[src/rtl/sync_fifo_flex_if.sv]
// Handshake/data bundle for sync_fifo_flex: producer/consumer side is master, FIFO is slave.
interface sync_fifo_flex_if #(
    parameter int unsigned DATA_WIDTH = 8,
    parameter int unsigned DEPTH      = 8
);
    localparam int unsigned CW = $clog2(DEPTH) + 1;

    logic                  w_en;
    logic [DATA_WIDTH-1:0] data_in;
    logic                  r_en;
    logic                  clr_err;
    logic [DATA_WIDTH-1:0] data_out;
    logic                  data_valid;
    logic [CW-1:0]         count;
    logic                  full;
    logic                  empty;
    logic                  almost_full;
    logic                  almost_empty;
    logic                  overflow;
    logic                  underflow;

    modport master (
        output w_en, data_in, r_en, clr_err,
        input  data_out, data_valid, count, full, empty,
        input  almost_full, almost_empty, overflow, underflow
    );

    modport slave (
        input  w_en, data_in, r_en, clr_err,
        output data_out, data_valid, count, full, empty,
        output almost_full, almost_empty, overflow, underflow
    );
endinterface

[src/rtl/sync_fifo_flex.sv]
// Single-clock FIFO with occupancy, almost flags and sticky errors.
// Define SYNC_FIFO_FWFT_EN for first-word-fall-through reads; default is a registered read.
module sync_fifo_flex #(
    parameter int unsigned DATA_WIDTH = 8,
    parameter int unsigned DEPTH      = 8,
    parameter int unsigned AF_LEVEL   = DEPTH - 2,
    parameter int unsigned AE_LEVEL   = 2
) (
    input  logic            clk,
    input  logic            rst_n,
    sync_fifo_flex_if.slave bus
);
    localparam int unsigned AW = $clog2(DEPTH);
    localparam int unsigned PW = AW + 1;

    logic [PW-1:0]         w_ptr_q, w_ptr_d;
    logic [PW-1:0]         r_ptr_q, r_ptr_d;
    logic [PW-1:0]         count_q, count_d;
    logic                  overflow_q, overflow_d;
    logic                  underflow_q, underflow_d;
    logic [DATA_WIDTH-1:0] mem_q [DEPTH];
    logic [AW-1:0]         w_idx, r_idx;
    logic                  full, empty, w_acc, r_acc;

    assign w_idx = w_ptr_q[AW-1:0];
    assign r_idx = r_ptr_q[AW-1:0];

    // Extra wrap bit distinguishes full from empty so every entry is usable.
    assign empty = (w_ptr_q == r_ptr_q);
    assign full  = (w_idx == r_idx) && (w_ptr_q[AW] != r_ptr_q[AW]);

    assign w_acc = bus.w_en && !full;
    assign r_acc = bus.r_en && !empty;

    always_comb begin
        w_ptr_d     = w_ptr_q;
        r_ptr_d     = r_ptr_q;
        count_d     = count_q;
        overflow_d  = bus.clr_err ? 1'b0 : overflow_q;
        underflow_d = bus.clr_err ? 1'b0 : underflow_q;

        if (w_acc) w_ptr_d = w_ptr_q + PW'(1);
        if (r_acc) r_ptr_d = r_ptr_q + PW'(1);

        unique case ({w_acc, r_acc})
            2'b10:   count_d = count_q + PW'(1);
            2'b01:   count_d = count_q - PW'(1);
            default: count_d = count_q;
        endcase

        // Set takes priority over a same-cycle clear.
        if (bus.w_en && full)  overflow_d  = 1'b1;
        if (bus.r_en && empty) underflow_d = 1'b1;
    end

    always_ff @(posedge clk or negedge rst_n) begin
        if (!rst_n) begin
            w_ptr_q     <= '0;
            r_ptr_q     <= '0;
            count_q     <= '0;
            overflow_q  <= 1'b0;
            underflow_q <= 1'b0;
        end else begin
            w_ptr_q     <= w_ptr_d;
            r_ptr_q     <= r_ptr_d;
            count_q     <= count_d;
            overflow_q  <= overflow_d;
            underflow_q <= underflow_d;
        end
    end

    // Storage is intentionally left unreset.
    always_ff @(posedge clk) begin
        if (w_acc) begin
            mem_q[w_idx] <= bus.data_in;
        end
    end

`ifdef SYNC_FIFO_FWFT_EN
    // Zero while empty keeps the reset value of data_out without resetting storage.
    assign bus.data_out   = empty ? '0 : mem_q[r_idx];
    assign bus.data_valid = !empty;
`else
    logic [DATA_WIDTH-1:0] data_out_q;
    logic                  data_valid_q;

    always_ff @(posedge clk or negedge rst_n) begin
        if (!rst_n) begin
            data_out_q   <= '0;
            data_valid_q <= 1'b0;
        end else begin
            data_valid_q <= r_acc;
            if (r_acc) begin
                data_out_q <= mem_q[r_idx];
            end
        end
    end

    assign bus.data_out   = data_out_q;
    assign bus.data_valid = data_valid_q;
`endif

    assign bus.count        = count_q;
    assign bus.full         = full;
    assign bus.empty        = empty;
    assign bus.almost_full  = (count_q >= PW'(AF_LEVEL));
    assign bus.almost_empty = (count_q <= PW'(AE_LEVEL));
    assign bus.overflow     = overflow_q;
    assign bus.underflow    = underflow_q;

endmodule

[src/flat_wrapper.sv]
// flat-port wrapper written by rule: the top's interface ports become plain ports
module sync_fifo_flex_flat 
#(
    parameter int unsigned DATA_WIDTH = 8,
    parameter int unsigned DEPTH      = 8,
    parameter int unsigned AF_LEVEL   = DEPTH - 2,
    parameter int unsigned AE_LEVEL   = 2
)
  (clk, rst_n, bus_w_en, bus_data_in, bus_r_en, bus_clr_err, bus_data_out, bus_data_valid, bus_count, bus_full, bus_empty, bus_almost_full, bus_almost_empty, bus_overflow, bus_underflow);
  sync_fifo_flex_if #(.DATA_WIDTH(DATA_WIDTH), .DEPTH(DEPTH)) bus_i ();
  input  logic clk;
  input  logic rst_n;
  input wire logic [$bits(bus_i.w_en)-1:0] bus_w_en;
  input wire logic [$bits(bus_i.data_in)-1:0] bus_data_in;
  input wire logic [$bits(bus_i.r_en)-1:0] bus_r_en;
  input wire logic [$bits(bus_i.clr_err)-1:0] bus_clr_err;
  output wire logic [$bits(bus_i.data_out)-1:0] bus_data_out;
  output wire logic [$bits(bus_i.data_valid)-1:0] bus_data_valid;
  output wire logic [$bits(bus_i.count)-1:0] bus_count;
  output wire logic [$bits(bus_i.full)-1:0] bus_full;
  output wire logic [$bits(bus_i.empty)-1:0] bus_empty;
  output wire logic [$bits(bus_i.almost_full)-1:0] bus_almost_full;
  output wire logic [$bits(bus_i.almost_empty)-1:0] bus_almost_empty;
  output wire logic [$bits(bus_i.overflow)-1:0] bus_overflow;
  output wire logic [$bits(bus_i.underflow)-1:0] bus_underflow;
  assign bus_i.w_en = bus_w_en;
  assign bus_i.data_in = bus_data_in;
  assign bus_i.r_en = bus_r_en;
  assign bus_i.clr_err = bus_clr_err;
  assign bus_data_out = bus_i.data_out;
  assign bus_data_valid = bus_i.data_valid;
  assign bus_count = bus_i.count;
  assign bus_full = bus_i.full;
  assign bus_empty = bus_i.empty;
  assign bus_almost_full = bus_i.almost_full;
  assign bus_almost_empty = bus_i.almost_empty;
  assign bus_overflow = bus_i.overflow;
  assign bus_underflow = bus_i.underflow;
  sync_fifo_flex #(.DATA_WIDTH(DATA_WIDTH), .DEPTH(DEPTH), .AF_LEVEL(AF_LEVEL), .AE_LEVEL(AE_LEVEL)) u_core (.clk(clk), .rst_n(rst_n), .bus(bus_i));
endmodule
[config.mk]
export PLATFORM = sky130hd
export DESIGN_NAME = sync_fifo_flex_flat
export DESIGN_NICKNAME = d
export VERILOG_FILES = /design/src/rtl/sync_fifo_flex_if.sv /design/src/rtl/sync_fifo_flex.sv /design/src/flat_wrapper.sv
export SDC_FILE = /design/constraint.sdc
export NUM_CORES = 1
export LEC_CHECK = 0
export ABC_AREA = 0
export CAP_MARGIN = 20
export CORE_MARGIN = 4
export CORE_UTILIZATION = 61
export CTS_BUF_LIST = sky130_fd_sc_hd__clkbuf_8
export CTS_CLUSTER_SIZE = 8
export DETAILED_ROUTE_END_ITERATION = 6
export MAX_ROUTING_LAYER = met4
export PLACE_DENSITY = 0.84
export SLEW_MARGIN = 5
export SYNTH_ARGS = -nofsm -noshare
export SYNTH_HDL_FRONTEND = slang
export SYNTH_SLANG_ARGS = --single-unit
[constraint.sdc]
create_clock -name clk -period 6.9 [get_ports clk]
set_input_delay 1.035 -clock clk [delete_from_list [all_inputs] [get_ports clk]]
set_output_delay 1.035 -clock clk [all_outputs]
set_load 0.02 [all_outputs]
==> metrics.csv, run 1 <==
metric;value;unit
worst skew pair latency;0.35;ns
Starting DRT DRC Count;107;
Max Transition Viols Final;0;
Post-DP Area;3960;sq um
maximum vdd ir drop;0.251;mV
FMAX;0.248;GHz
number of core rows;27;
Yosys warning count;0;
setup TNS;0;ns
Rel. slew slack;0.333;
RR Endpoint;u_core.bus.count[3];
Reg-to-Reg Start;u_core.r_ptr_q[1];
share of cells above drive strength 1;0.170;
max-cap viol count;0;
R2R depth;9;
TritonCTS Buffers;9;
DIE AREA;7160;sq um
CP max stage delay;0.96;ns
Leak;0.00150;uW
Initial Util;0.639;
Overflow after GRT;0;
Final Cycle Share;0.584;
clock tree buffer depth;2;
Post-synth top flop;edfxtp_1;
postcts setup bufs;0;
Detailed Route WL;6.14;mm
DRT Pass-1 Iters;4;
endpoints failing hold;0;
reg2reg setup slack;2.87;ns
gp weighted congestion;0.767;
die width;84.6;um
post-synth cell types;36;
final setup skew;0.00617;ns
Post-synth EDFFs;64;
CTS tree;yes;
worst setup path endpoint;u_core.bus.count[3];
Worst path most repeated cell;ha_1;
vias per cell;5.78;
most common cell after layout, fill and taps aside;edfxtp_1;
Layout area overhead;17.4;%
CTS sink cnt;87;
syn_nets;225;
status;completed;
die height;84.6;um
# IOs;32;
HPWL after DPL;3.90;mm
Worst Path Max Fanout;21;
drc violations;0;
post-cts resize count;0;
I/O Buffers;31;
Setup CP Type;reg -> reg;
clock-pin slew on the worst setup and hold paths;0.09;ns
largest net degree at the start of global routing;24;
initial antenna violation count;0;
Syn Inst Count;206;
core area;5610;sq um
synthesized cell area;3580;sq um
min-delay worst type;reg -> reg;
final net count;261;
fin area;4200;sq um
GR Util All Layers;0.199;
most frequent cells in the layout;edfxtp_1 (64), clkdlybuf4s50_1 (31), dfrtp_1 (23);
vias post-DR;1844;
sequential fraction of the synthesis area;0.697;
register area;2500;sq um
power density cells;454;nW/um^2
fillers;363;
multi-input logic area;1010;sq um
ANT cells;0;
vias in the first global route;1907;
Final Critical Period;4.03;ns
first-pass GRT wire length;10.2;mm
clk root buf;clkbuf_8;
routed length per instance;19.2;um
startpoint types;flip-flop;
cts hold-fix bufs;0;
Arr. time, crit path;4.27;ns
RSZ-0062 raised after global routing;no;
fraction of registers with async set/reset;0.264;
Yosys reg bits;87;
antenna-violating nets left;0;
Avg Synthesized Cell Area;17.4;sq um
Crit. End Element;flip-flop;
Setup Viol. Count Final;0;
Req. time, crit path;7.14;ns
crit path cell chain;xor2_2, o41ai_4, inv_1, ha_1, ha_1, a21o_1, a2111oi_0, a41oi_1, a311o_1;
Slew @ Worst Pin;0.997;ns
worst hold slack;0.496;ns
Slowest-stage cell, CP;o41ai_4;
H-tree levels;3;
CP startpoint;u_core.r_ptr_q[1];
[flip-flops by register name (all words and copies together), names as in the netlist]
register / count
u_core.mem_q: 64
u_core.bus.data_out: 8
u_core.bus.count: 4
u_core.r_ptr_q: 4
u_core.w_ptr_q: 4
u_core.bus.data_valid: 1
u_core.bus.overflow: 1
u_core.bus.underflow: 1
[logic make-up after synthesis]
family | count (synthesis) | synth area share
muxes | 26 | 0.129
buffers and inverters | 19 | 0.0251
AOI/OAI and AO/OA | 21 | 0.0444
adders and majority gates | 6 | 0.0231
xor gates and xnor gates | 13 | 0.0360
and+or+nand+nor | 34 | 0.0451
DFF | 87 | 0.697
[cell type report]
class | instances | share of cell area
sequential | 87 | 0.594
tap | 72 | 0.0214
timing repair buffer | 34 | 0.0810
clock buffer | 9 | 0.0295
clock inverter | 7 | 0.0247
inverter | 10 | 0.00893
multi-input combinational | 100 | 0.240
[synth_stat cells (5+ instances only)]
cell type,number,area [sq um]
xnor2_1,5,43.8
mux4_2,16,360
mux2i_1,8,80.1
edfxtp_1,64,1920
nor2_1,8,30.0
ha_1,5,62.6
inv_1,10,37.5
o21ai_0,12,60.1
nand2_1,13,48.8
dfrtp_1,23,576
xor2_1,6,52.6
[layer usage]
metal | routed length, um | GRT usage | vias up | part of all wire
met3 | 299 | 0.0451 | 12 | 0.049
met2 | 3100 | 0.310 | 38 | 0.50
met1 | 2620 | 0.256 | 935 | 0.43
met4 | 119 | 0.0820 | 0 | 0.019
met5 | 0 | - | - | 0
li1 | - | - | 859 | -
[power by group]
group / total (uW) / leakage (uW) / internal [uW] / switching (uW)
clock network: 397 / 0.000108 / 209 / 188
registers: 818 / 0.000860 / 696 / 122
logic: 695 / 0.000537 / 335 / 360
total: 1910 / 0.00150 / 1240 / 671
[worst min-delay path by stage]
stage	from	endpoint	slack (ns)	cells after the start
floorplan	u_core.r_ptr_q[3]	u_core.r_ptr_q[3]	0.50	1
global placement	u_core.bus.data_out[2]	u_core.bus.data_out[2]	0.48	2
detailed placement	u_core.bus.data_out[7]	u_core.bus.data_out[7]	0.48	2
CTS	u_core.bus.data_out[7]	u_core.bus.data_out[7]	0.50	2
global route	u_core.bus.data_out[7]	u_core.bus.data_out[7]	0.54	2
finish	u_core.bus.data_out[7]	u_core.bus.data_out[7]	0.50	2
[worst max-delay path, delay by kind of cell (launching register included)]
kind | cells | cell delay (ns)
buf+inv | 1 | 0.15
fa+ha+maj | 2 | 0.58
compound gates | 5 | 2.02
flops | 1 | 0.90
xor+xnor | 1 | 0.26
[per-stage QoR]
step | setup slack [ns] | total power, uW | util | instances
finish | 2.87 | 1910 | 0.750 | 319
global route | 2.38 | 2030 | 0.750 | 319
CTS | 2.83 | 1930 | 0.747 | 318
detailed placement | 2.90 | 1530 | 0.706 | 302
global placement | 3.00 | 1500 | 0.706 | 302
floorplan | 3.94 | 1290 | - | 206
Note: power is estimated with default switching activity, not from simulation.
==> run 2: changes to the inputs <==
Settings changed: CORE_UTILIZATION 61 to 59, PLACE_DENSITY 0.84 to 0.81.
Clock period 6.9 ns to 3.9 ns, I/O delays scaled along.
==> metrics.csv, run 2 (synthesis gave the netlist of run 1 again) <==
metric;value;unit
Detailed Route WL;6.34;mm
gp weighted congestion;0.823;
Setup CP Type;reg -> reg;
die height;85.9;um
clock tree buffer depth;2;
CP max stage delay;0.54;ns
Worst Path Max Fanout;8;
Worst path most repeated cell;ha_1;
launch point of the worst hold path;u_core.bus.data_out[0];
fillers;371;
GR Util All Layers;0.203;
share of cells above drive strength 1;0.179;
final net count;266;
Max Transition Viols Final;0;
largest net degree at the start of global routing;24;
min-delay worst type;reg -> reg;
routed length per instance;19.4;um
drc violations;0;
postcts setup bufs;0;
endpoints failing hold;0;
flip-flop count of the largest register after layout;64;
maximum vdd ir drop;0.519;mV
CTS sink cnt;87;
Layout area overhead;18.2;%
vias post-DR;1875;
reg2reg setup slack;0.94;ns
cell family with most CP delay;compound AO/OA/AOI/OAI gates;
Most flops, register;u_core.mem_q;
TritonCTS Buffers;9;
DIE AREA;7380;sq um
Slowest-stage cell, CP;o41ai_4;
initial antenna violation count;0;
power density cells;801;nW/um^2
CP bufs+invs;0;
crit path cell chain;xor2_2, o41ai_4, ha_1, ha_1, a21o_1, a2111oi_0, a41oi_1, a311o_1;
vias in the first global route;1997;
H-tree levels;3;
Final Critical Period;2.96;ns
clk root buf;clkbuf_8;
I/O Buffers;31;
Starting DRT DRC Count;158;
Rel. slew slack;0.373;
setup TNS;0;ns
Crit. End Element;flip-flop;
max-cap viol count;0;
Reg-to-Reg Start;u_core.w_ptr_q[1];
core area;5920;sq um
most common cell after layout, fill and taps aside;edfxtp_1;
Initial Util;0.605;
Req. time, crit path;4.14;ns
worst hold slack;0.482;ns
status;completed;
final setup skew;0.0133;ns
clock-pin slew on the worst setup and hold paths;0.08;ns
first-pass GRT wire length;10.4;mm
CTS tree;yes;
worst skew pair latency;0.36;ns
number of core rows;28;
CP startpoint;u_core.w_ptr_q[1];
startpoint types;flip-flop;
FMAX;0.338;GHz
Leak;0.00153;uW
Arr. time, crit path;3.20;ns
cts hold-fix bufs;0;
Final Cycle Share;0.758;
ANT cells;0;
non-filler cells, final;327;
die width;85.9;um
placed insts;310;
DRT Pass-1 Iters;5;
post-cts resize count;0;
vias per cell;5.73;
RSZ-0062 raised after global routing;no;
antenna-violating nets left;0;
HPWL after DPL;3.96;mm
Setup Viol. Count Final;0;
Overflow after GRT;0;
Slew @ Worst Pin;0.937;ns
# IOs;32;
most frequent cells in the layout;edfxtp_1 (64), clkdlybuf4s50_1 (31), dfrtp_1 (23);
==> run 2: final cells by class <==
| cell class | instances | area [sq um] | share of cell area |
|---|---|---|---|
| Clock buffer | 9 | 124 | 0.0293 |
| Sequential cell | 87 | 2500 | 0.590 |
| Multi-Input combinational cell | 100 | 1010 | 0.238 |
| Tap cell | 75 | 93.8 | 0.0222 |
| Timing Repair Buffer | 39 | 378 | 0.0893 |
| Inverter | 10 | 37.5 | 0.00887 |
| Clock inverter | 7 | 96.3 | 0.0228 |
==> run 2: tightest hold or removal path: stages, from the launching register on <==
cell and delay (ns):
dfrtp_1 0.35, nand2_1 0.04, o21ai_0 0.06
==> run 2: final timing paths <==
path	end	cells after the start
setup / recovery	u_core.bus.count[3]	8
hold / removal	u_core.bus.data_out[0]	2
setup reg to reg	u_core.bus.count[3]	8
hold reg to reg	u_core.bus.data_out[0]	2
max in group asynchronous	u_core.r_ptr_q[0]	2
min in group asynchronous	u_core.bus.data_out[2]	1
==> run 2: stage by stage <==
step | setup WS, ns | instance area, sq um | power [uW] | util
detailed placement | 0.930 | 4000 | 2730 | 0.675
CTS | 0.917 | 4220 | 3430 | 0.712
global route | 0.752 | 4230 | 3610 | 0.715
finish | 0.942 | 4230 | 3390 | 0.715
floorplan | 0.942 | 3580 | 2290 | -
global placement | 1.04 | 4000 | 2680 | 0.675
==> run 2: power breakdown <==
group / switching, uW / internal [uW] / leakage [uW]
registers: 141 / 1230 / 0.000860
clock network: 326 / 364 / 0.000113
logic: 716 / 613 / 0.000561
==> run 2: routing by layer <==
metal	track usage	wire length (um)	up-vias
met3	0.0490	361	7
met4	0.0820	101	0
met2	0.332	3280	50
met5	-	0	-
li1	-	-	866
met1	0.243	2600	952
==> run 3: changes to the inputs <==
Clock period 3.9 ns to 3 ns, I/O delays scaled along.
==> metrics.csv, run 3 (synthesis gave the netlist of run 1 again) <==
metric;value;unit
startpoint types;flip-flop;
Slowest-stage cell, CP;dfrtp_1;
final net count;273;
fin util;0.717;
GR Util All Layers;0.194;
placed insts;318;
final setup skew;0.00667;ns
Starting DRT DRC Count;211;
Layout area overhead;18.6;%
Setup Viol. Count Final;0;
flip-flop count of the largest register after layout;64;
min-delay worst type;in -> async;
Rel. slew slack;0.640;
Worst path most repeated cell;ha_1;
number of core rows;28;
Worst Path Max Fanout;8;
Final Critical Period;2.78;ns
RSZ-0062 raised after global routing;no;
Setup CP Type;reg -> reg;
Setup WS pre-CTS;0.219;ns
Leak;0.00155;uW
most common cell after layout, fill and taps aside;edfxtp_1;
cts hold-fix bufs;0;
power density cells;1010;nW/um^2
setup TNS;0;ns
cell family with most CP delay;compound AO/OA/AOI/OAI gates;
die width;85.9;um
fillers;376;
drc violations;0;
reg2reg setup slack;0.22;ns
CTS sink cnt;87;
vias per cell;5.63;
I/O Buffers;31;
Detailed Route WL;6.19;mm
Initial Util;0.605;
worst skew pair latency;0.35;ns
endpoints failing hold;0;
status;completed;
share of cells above drive strength 1;0.205;
max-cap viol count;0;
vias post-DR;1880;
initial antenna violation count;0;
gp weighted congestion;0.763;
most frequent cells in the layout;edfxtp_1 (64), clkdlybuf4s50_1 (31), dfrtp_1 (23);
Overflow after GRT;0;
Crit. End Element;flip-flop;
CP max stage delay;0.48;ns
first-pass GRT wire length;10.1;mm
HPWL after DPL;4.06;mm
non-filler cells, final;334;
vias in the first global route;1964;
routed length per instance;18.5;um
postcts setup bufs;0;
Slew @ Worst Pin;0.537;ns
Arr. time, crit path;3.01;ns
# IOs;32;
CTS tree;yes;
Max Transition Viols Final;0;
crit path cell chain;xor2_2, o41ai_4, inv_1, ha_1, ha_1, a21o_1, a2111oi_1, a41oi_1, a311o_1;
antenna-violating nets left;0;
DRT Pass-1 Iters;4;
CP bufs+invs;1;
clock tree buffer depth;2;
core area;5920;sq um
die height;85.9;um
maximum vdd ir drop;0.621;mV
Final Cycle Share;0.925;
DIE AREA;7380;sq um
Setup WS post-layout;0.224;ns
H-tree levels;3;
clk root buf;clkbuf_8;
Most flops, register;u_core.mem_q;
FMAX;0.360;GHz
ANT cells;0;
largest net degree at the start of global routing;24;
clock-pin slew on the worst setup and hold paths;0.09;ns
Req. time, crit path;3.24;ns
TritonCTS Buffers;9;
run 3: final timing paths:
kind                                   startpoint                     end  depth (start not counted)
min                                         rst_n     u_core.bus.count[0]                          2
min reg2reg                u_core.bus.data_out[6]  u_core.bus.data_out[6]                          2
min in group clk           u_core.bus.data_out[6]  u_core.bus.data_out[6]                          2
max reg2reg                     u_core.w_ptr_q[1]     u_core.bus.count[3]                          9
max in group asynchronous                   rst_n  u_core.bus.data_out[3]                          2
max                             u_core.w_ptr_q[1]     u_core.bus.count[3]                          9
run 3: layout make-up:
| cell class | count | area, sq um | area share |
|---|---|---|---|
| timing repair buffer | 46 | 423 | 0.0996 |
| tap | 75 | 93.8 | 0.0221 |
| inverter | 10 | 37.5 | 0.00884 |
| clock inverter | 7 | 65.1 | 0.0153 |
| sequential | 87 | 2500 | 0.588 |
| multi-input combinational | 100 | 1010 | 0.237 |
| clock buffer | 9 | 124 | 0.0292 |
run 3: power breakdown:
| part | switching [uW] | internal (uW) |
|---|---|---|
| registers | 184 | 1600 |
| clock network | 436 | 317 |
| logic | 927 | 821 |
run 3: metrics by stage:
stage,hold slack (ns),power [uW],area [sq um]
2_1_floorplan,0.154,2970,3580
3_3_place_gp,0.464,3510,4060
4_1_cts,0.464,4330,4250
6_report,0.459,4290,4250
5_1_grt,0.468,4580,4250
3_5_place_dp,0.473,3580,4060
run 3: layer usage:
layer / GRT usage / wire [um] / up-vias
met5: - / 0 / -
met4: 0.0647 / 61 / 0
met3: 0.0528 / 265 / 6
met2: 0.326 / 3290 / 37
met1: 0.228 / 2580 / 957
li1: - / - / 880
run 3: timing repair:
item,4_1_cts,5_1_grt
endpoints found under the hold margin,0,0
gates resized for setup,0,1
endpoints found under the setup margin,0,1
